--- src/rtl/mc_exec_core.sv ---
// mc_exec_core
//   Execution core of the 8-bit / 12-bit-instruction microcontroller.
//   The block has three parts:
//     - a control decoder driven by the stage counter and IR
//     - an 8-bit ALU with its operand-2 select
//     - a 16x8 data memory, which is the only state in the block
//   The parent holds PC/Acc/SR/DR/IR, program memory and the stage counter.
//
// Ports
//   clk, rst            clock, synchronous active-high reset
//   stage[1:0]          00 LOAD, 01 FETCH, 10 DECODE, 11 EXECUTE
//   ir[11:0]            current instruction
//   acc[7:0]            accumulator (ALU operand 1)
//   sr[3:0]             status flags {Z,C,S,O}
//   dr[7:0]             data register (operand 2 for M-type)
//   pc_e .. dr_e        register load enables
//   pmem_e, pmem_le     program memory enable / load enable
//   mux1_sel            PC source: 1 = PC+1, 0 = ir[7:0]
//   dmem_e, dmem_we     data memory enable / write enable
//   alu_out[7:0]        ALU result (0 while the ALU is idle)
//   sr_new[3:0]         ALU flags (equal to sr while the ALU is idle)
//   dmem_rdata[7:0]     mem[ir[3:0]], combinational read
//
// Build option
//   ALU_ROTATE_EN       defined: modes A/B rotate operand 2 by acc[2:0].
//                       undefined: modes A/B behave as MOVB, no rotator.
//
// stage | meaning
// ------+-----------------------------------------------------------
// LOAD  | program memory being loaded (pmem_le, pmem_e)
// FETCH | instruction read into IR (ir_e, pmem_e)
// DECODE| M-type: data memory word latched into DR
// EXEC  | ALU op / jump / store, PC advanced

module mc_exec_core #(
   parameter int DATA_W  = 8,
   parameter int DMEM_AW = 4
) (
   input  logic              clk,
   input  logic              rst,
   input  logic [1:0]        stage,
   input  logic [11:0]       ir,
   input  logic [DATA_W-1:0] acc,
   input  logic [3:0]        sr,
   input  logic [DATA_W-1:0] dr,
   output logic              pc_e,
   output logic              acc_e,
   output logic              sr_e,
   output logic              ir_e,
   output logic              dr_e,
   output logic              pmem_e,
   output logic              pmem_le,
   output logic              mux1_sel,
   output logic              dmem_e,
   output logic              dmem_we,
   output logic [DATA_W-1:0] alu_out,
   output logic [3:0]        sr_new,
   output logic [DATA_W-1:0] dmem_rdata
);

   localparam int DMEM_D = 1 << DMEM_AW;

   localparam logic [1:0] STG_LOAD   = 2'b00;
   localparam logic [1:0] STG_FETCH  = 2'b01;
   localparam logic [1:0] STG_DECODE = 2'b10;
   localparam logic [1:0] STG_EXEC   = 2'b11;

   logic              alu_e;
   logic [3:0]        alu_mode;
   logic [DATA_W-1:0] op2;

   // ---------------------------------------------------------------
   // Control decode
   // ---------------------------------------------------------------
   always_comb begin
      pc_e     = 1'b0;
      acc_e    = 1'b0;
      sr_e     = 1'b0;
      ir_e     = 1'b0;
      dr_e     = 1'b0;
      pmem_e   = 1'b0;
      pmem_le  = 1'b0;
      mux1_sel = 1'b0;
      dmem_e   = 1'b0;
      dmem_we  = 1'b0;
      alu_e    = 1'b0;
      alu_mode = 4'h0;
      op2      = '0;
      if (!rst) begin
         case (stage)
            STG_LOAD: begin
               pmem_le = 1'b1;
               pmem_e  = 1'b1;
            end
            STG_FETCH: begin
               ir_e   = 1'b1;
               pmem_e = 1'b1;
            end
            STG_DECODE: begin
               if (ir[11:9] == 3'b001) begin
                  dr_e   = 1'b1;
                  dmem_e = 1'b1;
               end
            end
            STG_EXEC: begin
               if (ir[11]) begin
                  // I-type: immediate operand, only modes 0-7 reachable
                  alu_e    = 1'b1;
                  acc_e    = 1'b1;
                  sr_e     = 1'b1;
                  pc_e     = 1'b1;
                  alu_mode = {1'b0, ir[10:8]};
                  op2      = ir[DATA_W-1:0];
                  mux1_sel = 1'b1;
               end else if (ir[10]) begin
                  // Conditional jump: flag index 0=O,1=S,2=C,3=Z; set flag jumps
                  pc_e     = 1'b1;
                  mux1_sel = ~sr[ir[9:8]];
               end else if (ir[9]) begin
                  // M-type: operand from DR, result to Acc (ir[8]) or memory
                  alu_e    = 1'b1;
                  sr_e     = 1'b1;
                  pc_e     = 1'b1;
                  alu_mode = ir[7:4];
                  op2      = dr;
                  mux1_sel = 1'b1;
                  if (ir[8]) begin
                     acc_e = 1'b1;
                  end else begin
                     dmem_e  = 1'b1;
                     dmem_we = 1'b1;
                  end
               end else begin
                  // ir[8]=0 NOP (PC+1), ir[8]=1 JMP (ir[7:0])
                  pc_e     = 1'b1;
                  mux1_sel = ~ir[8];
               end
            end
            default: ;
         endcase
      end
   end

   // ---------------------------------------------------------------
   // ALU
   // ---------------------------------------------------------------
   logic [DATA_W:0]   sum;
   logic [DATA_W-1:0] res;
   logic              c_flag;
   logic              o_flag;
`ifdef ALU_ROTATE_EN
   logic [2*DATA_W-1:0] rot_w;
`endif

   always_comb begin
      sum    = '0;
      res    = '0;
      c_flag = sr[2];
      o_flag = sr[0];
`ifdef ALU_ROTATE_EN
      rot_w  = '0;
`endif
      case (alu_mode)
         4'h0: begin
            sum    = {1'b0, acc} + {1'b0, op2};
            res    = sum[DATA_W-1:0];
            c_flag = sum[DATA_W];
            o_flag = (acc[DATA_W-1] == op2[DATA_W-1]) && (res[DATA_W-1] != acc[DATA_W-1]);
         end
         4'h1: begin
            sum    = {1'b0, acc} - {1'b0, op2};
            res    = sum[DATA_W-1:0];
            c_flag = sum[DATA_W];
            o_flag = (acc[DATA_W-1] != op2[DATA_W-1]) && (res[DATA_W-1] != acc[DATA_W-1]);
         end
         4'h2: res = acc;
         4'h3: res = op2;
         4'h4: res = acc & op2;
         4'h5: res = acc | op2;
         4'h6: res = acc ^ op2;
         4'h7: begin
            sum    = {1'b0, op2} - {1'b0, acc};
            res    = sum[DATA_W-1:0];
            c_flag = sum[DATA_W];
            o_flag = (op2[DATA_W-1] != acc[DATA_W-1]) && (res[DATA_W-1] != op2[DATA_W-1]);
         end
         4'h8: begin
            sum    = {1'b0, op2} + 1'b1;
            res    = sum[DATA_W-1:0];
            c_flag = sum[DATA_W];
            o_flag = ~op2[DATA_W-1] & res[DATA_W-1];
         end
         4'h9: begin
            sum    = {1'b0, op2} - 1'b1;
            res    = sum[DATA_W-1:0];
            c_flag = sum[DATA_W];
            o_flag = op2[DATA_W-1] & ~res[DATA_W-1];
         end
`ifdef ALU_ROTATE_EN
         // Doubling the operand turns a rotate into a plain shift window
         4'hA: begin
            rot_w = {op2, op2} << acc[2:0];
            res   = rot_w[2*DATA_W-1:DATA_W];
         end
         4'hB: begin
            rot_w = {op2, op2} >> acc[2:0];
            res   = rot_w[DATA_W-1:0];
         end
`else
         4'hA, 4'hB: res = op2;
`endif
         4'hC: begin
            res    = {op2[DATA_W-2:0], 1'b0};
            c_flag = op2[DATA_W-1];
         end
         4'hD: begin
            res    = {1'b0, op2[DATA_W-1:1]};
            c_flag = op2[0];
         end
         4'hE: res = ~op2;
         4'hF: begin
            sum    = {(DATA_W+1){1'b0}} - {1'b0, op2};
            res    = sum[DATA_W-1:0];
            c_flag = sum[DATA_W];
            o_flag = op2[DATA_W-1] & res[DATA_W-1];
         end
         default: ;
      endcase
   end

   assign alu_out = alu_e ? res : '0;
   assign sr_new  = alu_e ? {(res == '0), c_flag, res[DATA_W-1], o_flag} : sr;

   // ---------------------------------------------------------------
   // Data memory
   // ---------------------------------------------------------------
   logic [DATA_W-1:0] mem_q [DMEM_D];
   logic [DATA_W-1:0] mem_d [DMEM_D];

   always_comb begin
      mem_d = mem_q;
      if (dmem_we) begin
         mem_d[ir[DMEM_AW-1:0]] = alu_out;
      end
   end

   always_ff @(posedge clk) begin
      if (rst) begin
         for (int i = 0; i < DMEM_D; i++) begin
            mem_q[i] <= '0;
         end
      end else begin
         mem_q <= mem_d;
      end
   end

   assign dmem_rdata = mem_q[ir[DMEM_AW-1:0]];

endmodule

--- config.mk ---
export PLATFORM = sky130hd
export DESIGN_NAME = mc_exec_core
export DESIGN_NICKNAME = d
export VERILOG_FILES = /design/src/rtl/mc_exec_core.sv
export SDC_FILE = /design/constraint.sdc
export NUM_CORES = 1
export LEC_CHECK = 0
export CAP_MARGIN = 20
export CORE_AREA = 10 10 145 147
export CTS_CLUSTER_SIZE = 25
export DETAILED_ROUTE_END_ITERATION = 10
export DIE_AREA = 0 0 155 157
export GPL_TIMING_DRIVEN = 0
export HOLD_SLACK_MARGIN = 0.06
export MAX_ROUTING_LAYER = met4
export PLACE_DENSITY = 0.75
export REMOVE_ABC_BUFFERS = 1
export SETUP_SLACK_MARGIN = 0.4
export SLEW_MARGIN = 30
export SYNTH_ARGS = -nofsm -noshare
export SYNTH_HDL_FRONTEND = slang
export SYNTH_SLANG_ARGS = --single-unit
--- constraint.sdc ---
create_clock -name clk -period 5.2 [get_ports clk]
set_input_delay 1.04 -clock clk [delete_from_list [all_inputs] [get_ports clk]]
set_output_delay 1.04 -clock clk [all_outputs]
set_load 0.1 [all_outputs]
==> key figures <==
Setup path
  • R2R Path Start: mem_q[113]
  • Critical path arrival: 4.77 ns
  • Critical path required time: 4.16 ns
  • Critical Path Start Type: input pin
  • R2R cell count: 2
  • Crit Path Class: input pin to output port
  • CP Capture Type: output port
  • CP max FO: 4
  • Worst r2r dst: mem_q[113]
  • Critical Path Source: rst
  • R2r setup slk: 4.50 ns
  • Setup crit end: sr_new[3]

Final layout
  • # diodes: 0
  • Final Cell Area: 12000 sq um
  • Fin cells: 1450
  • Share of cells above drive strength 1: 0.268
  • Largest registers: mem_q x128
  • # nets final: 1275
  • Number of flip-flops in the largest register: 128
  • Area grow syn2layout: 35.3%
  • Most frequent cells in the layout: nand2_1, dfxtp_1, a21oi_1
  • Commonest non-fill, non-tap cell in the layout: nand2_1
  • Biggest register: mem_q

Timing
  • Fin. Hold Viols: 0
  • RSZ-0062 raised after global routing: yes
  • Worst-Margin Slew: 1.01 ns
  • Max Freq: 172 MHz
  • Setup Viol. Count Final: 8
  • Max Slew Vio Count: 0
  • Slew headroom: 0.328
  • Post-route minimum period: 5.81 ns
  • Final Cycle Share: 1.12
  • Final worst setup slack: -0.610 ns
  • Skew final: 0 ns

Logic synthesis
  • Post-synth EDFFs: 0
  • Post-synthesis sequential area ratio: 0.289
  • Yosys warning total: 0
  • Post-synthesis register bit count: 128
  • Primary FF master, synth: dfxtp_1
  • Cell Area, Synth: 8850 sq um
  • Distinct cells, synth: 89
  • Syn_area_per_cell: 8.08 sq um
  • Async SR Flop Fraction: 0
  • Gate Count Post-Synth: 1096

Floorplanning
  • Die H: 157 um
  • Initial Util: 0.483
  • Die Footprint: 24300 sq um
  • Row count: 50
  • Top Ports: 66
  • Die width: 155 um
  • Core footprint: 18300 sq um

Detailed routing
  • DR pass1 iterations: 7
  • Drt initial violations: 1195
  • Via-to-Cell Ratio: 6.64
  • Antenna-violating nets left: 0
  • Residual DRC count: 0
  • WL final: 34600 um
  • DR WL/cell: 23.9 um
  • Via Count: 9622

Power
  • Net Sw Frac: 0.291
  • Pint: 1.89 mW
  • Comb pwr share: 0.211
  • Clk pwr share: 0.422
  • Switch Pwr: 776 uW
  • Cell area power density: 223 nW/um^2
  • Seq pwr share: 0.367
  • Worst vdd ir: 0.000362 V
  • Leakage power: 4.25 nW

Clocking
  • Clock Latency Late Sink: 0.42 ns
  • Total CTS buffers: 17
  • Root Buffer: clkbuf_16
  • CTS Sinks: 128
  • CTS tree: built
  • Clk slew on worst S/H paths: 0.06 ns
  • Clock buffer depth: 2
  • Htree depth: 4

Outcome
  • Status: finished with violations
  • Failing checks: setup timing

Place
  • DPL Wire Length: 20100 um
  • Pre-CTS setup slack: -3.65 ns
  • Placed cell area: 9550 sq um
  • Placed cells: 1322
  • Gpl congestion: 1.02
  • IO buf count: 65

Global routing
  • Vias in the first global route: 9339
  • Total grt overflow: 0
  • Maximum number of pins on one net before global-route repair: 45
  • All-Layer GR Usage: 0.281
  • Antenna violations before repair: 0
  • First-pass GRT wire length: 52800 um

Flow run
  • Max-cap violations: 0

Min path
  • Hold WC Path Type: flop to flop
## cell type report
class / instances / area, sq um
inverters: 26 / 120
well taps: 234 / 293
flip-flops and latches: 128 / 2560
fillers: 1348 / 6350
clock buffers: 24 / 512
repair buffers: 167 / 1840
clock inverters: 7 / 51.3
multi-input cells: 864 / 6610
## critical path, cell delays in order
cell	delay (ns)
buf_16	0.11
buf_16	0.13
nand3b_1	0.24
buf_6	0.19
buf_12	0.13
nor2_4	0.14
inv_6	0.06
ha_4	0.31
nor3b_4	0.07
or4_4	0.50
o221ai_4	0.11
xnor2_2	0.15
nor2_2	0.07
nor4b_4	0.40
buf_4	0.20
a221oi_4	0.07
and2_4	0.17
o41ai_4	0.38
buf_6	0.28
## per-stage QoR
| stage | TNS (ns) | total power, mW | utilization | hold WS, ns |
|---|---|---|---|---|
| 3_3_place_gp | -672.06 | 1.37 | 0.516 | 0.435 |
| 6_report | -2.25 | 2.67 | 0.654 | 0.447 |
| 2_1_floorplan | -40.76 | 1.22 | - | 0.423 |
| 4_1_cts | -1.75 | 2.62 | 0.635 | 0.448 |
| 3_5_place_dp | -131.25 | 1.38 | 0.521 | 0.441 |
| 5_1_grt | -2.80 | 2.73 | 0.654 | 0.467 |
## cell usage after synthesis (all sizes together) (4+ instances only)
cell	count	area [sq um]
o211ai	11	92.6
nand3	29	145
nor4bb	4	40.0
o31ai	6	45.0
a21oi	111	556
buf	32	166
xor2	6	52.6
a211oi	8	60.1
o22ai	5	31.3
nand3b	19	143
inv	26	97.6
o21a	25	188
mux4	40	901
or3	6	37.5
or2	13	81.3
xnor2	16	140
a31oi	4	25.0
nor3	38	200
clkbuf	46	173
a21o	4	30.0
nand2	191	717
ha	32	400
a22oi	8	65.1
a2bb2oi	4	35.0
nor4	4	25.0
nand4	11	75.1
a2111oi	6	71.3
o21ai	39	210
nor2	106	413
nor3b	7	52.6
a221oi	6	70.1
dfxtp	128	2560
nor2b	13	81.3
nand2b	7	43.8
mux2i	13	130
and2	13	81.3
## worst min-delay path by stage
stage | start | endpoint | slack, ns | cells after the start
floorplan | mem_q[104] | mem_q[104] | 0.42 | 2
global placement | mem_q[100] | mem_q[100] | 0.44 | 2
detailed placement | mem_q[104] | mem_q[104] | 0.44 | 2
CTS | mem_q[104] | mem_q[104] | 0.45 | 2
global route | mem_q[102] | mem_q[102] | 0.47 | 2
finish | mem_q[104] | mem_q[104] | 0.45 | 2
## layer usage
| metal | vias up | wire (um) | global-route usage |
|---|---|---|---|
| met2 | 729 | 15800 | 0.429 |
| met4 | 0 | 2020 | 0.161 |
| met5 | - | 0 | - |
| met1 | 4506 | 12900 | 0.333 |
| met3 | 201 | 3890 | 0.0693 |
| li1 | 4186 | - | - |
## logic make-up after synthesis
kind of cell	count (synthesis)	share of synthesized area
multiplexers	55	0.119
AND/OR/NAND/NOR	478	0.261
flip-flops	128	0.289
AO/OA/AOI/OAI	274	0.207
XOR/XNOR	22	0.0218
buffers and inverters	104	0.0493
adder cells (fa/ha/maj)	35	0.0520
## timing repair
action,in CTS,in global routing
hold buffers,0,0
buffers inserted,75,15
pin swaps,49,39
gates cloned,6,1
setup endpoints to repair,135,13
resized for setup,295,51
## power by group through the flow
stage          Clock [mW]  Combinational [mW]  Sequential, mW
2_1_floorplan           0               0.218            1.00
3_3_place_gp            0               0.372            1.00
3_5_place_dp            0               0.376            1.00
4_1_cts              1.13               0.508           0.981
5_1_grt              1.17               0.581           0.981
6_report             1.13               0.562           0.981
No activity file was read; power rests on OpenSTA's default activity.
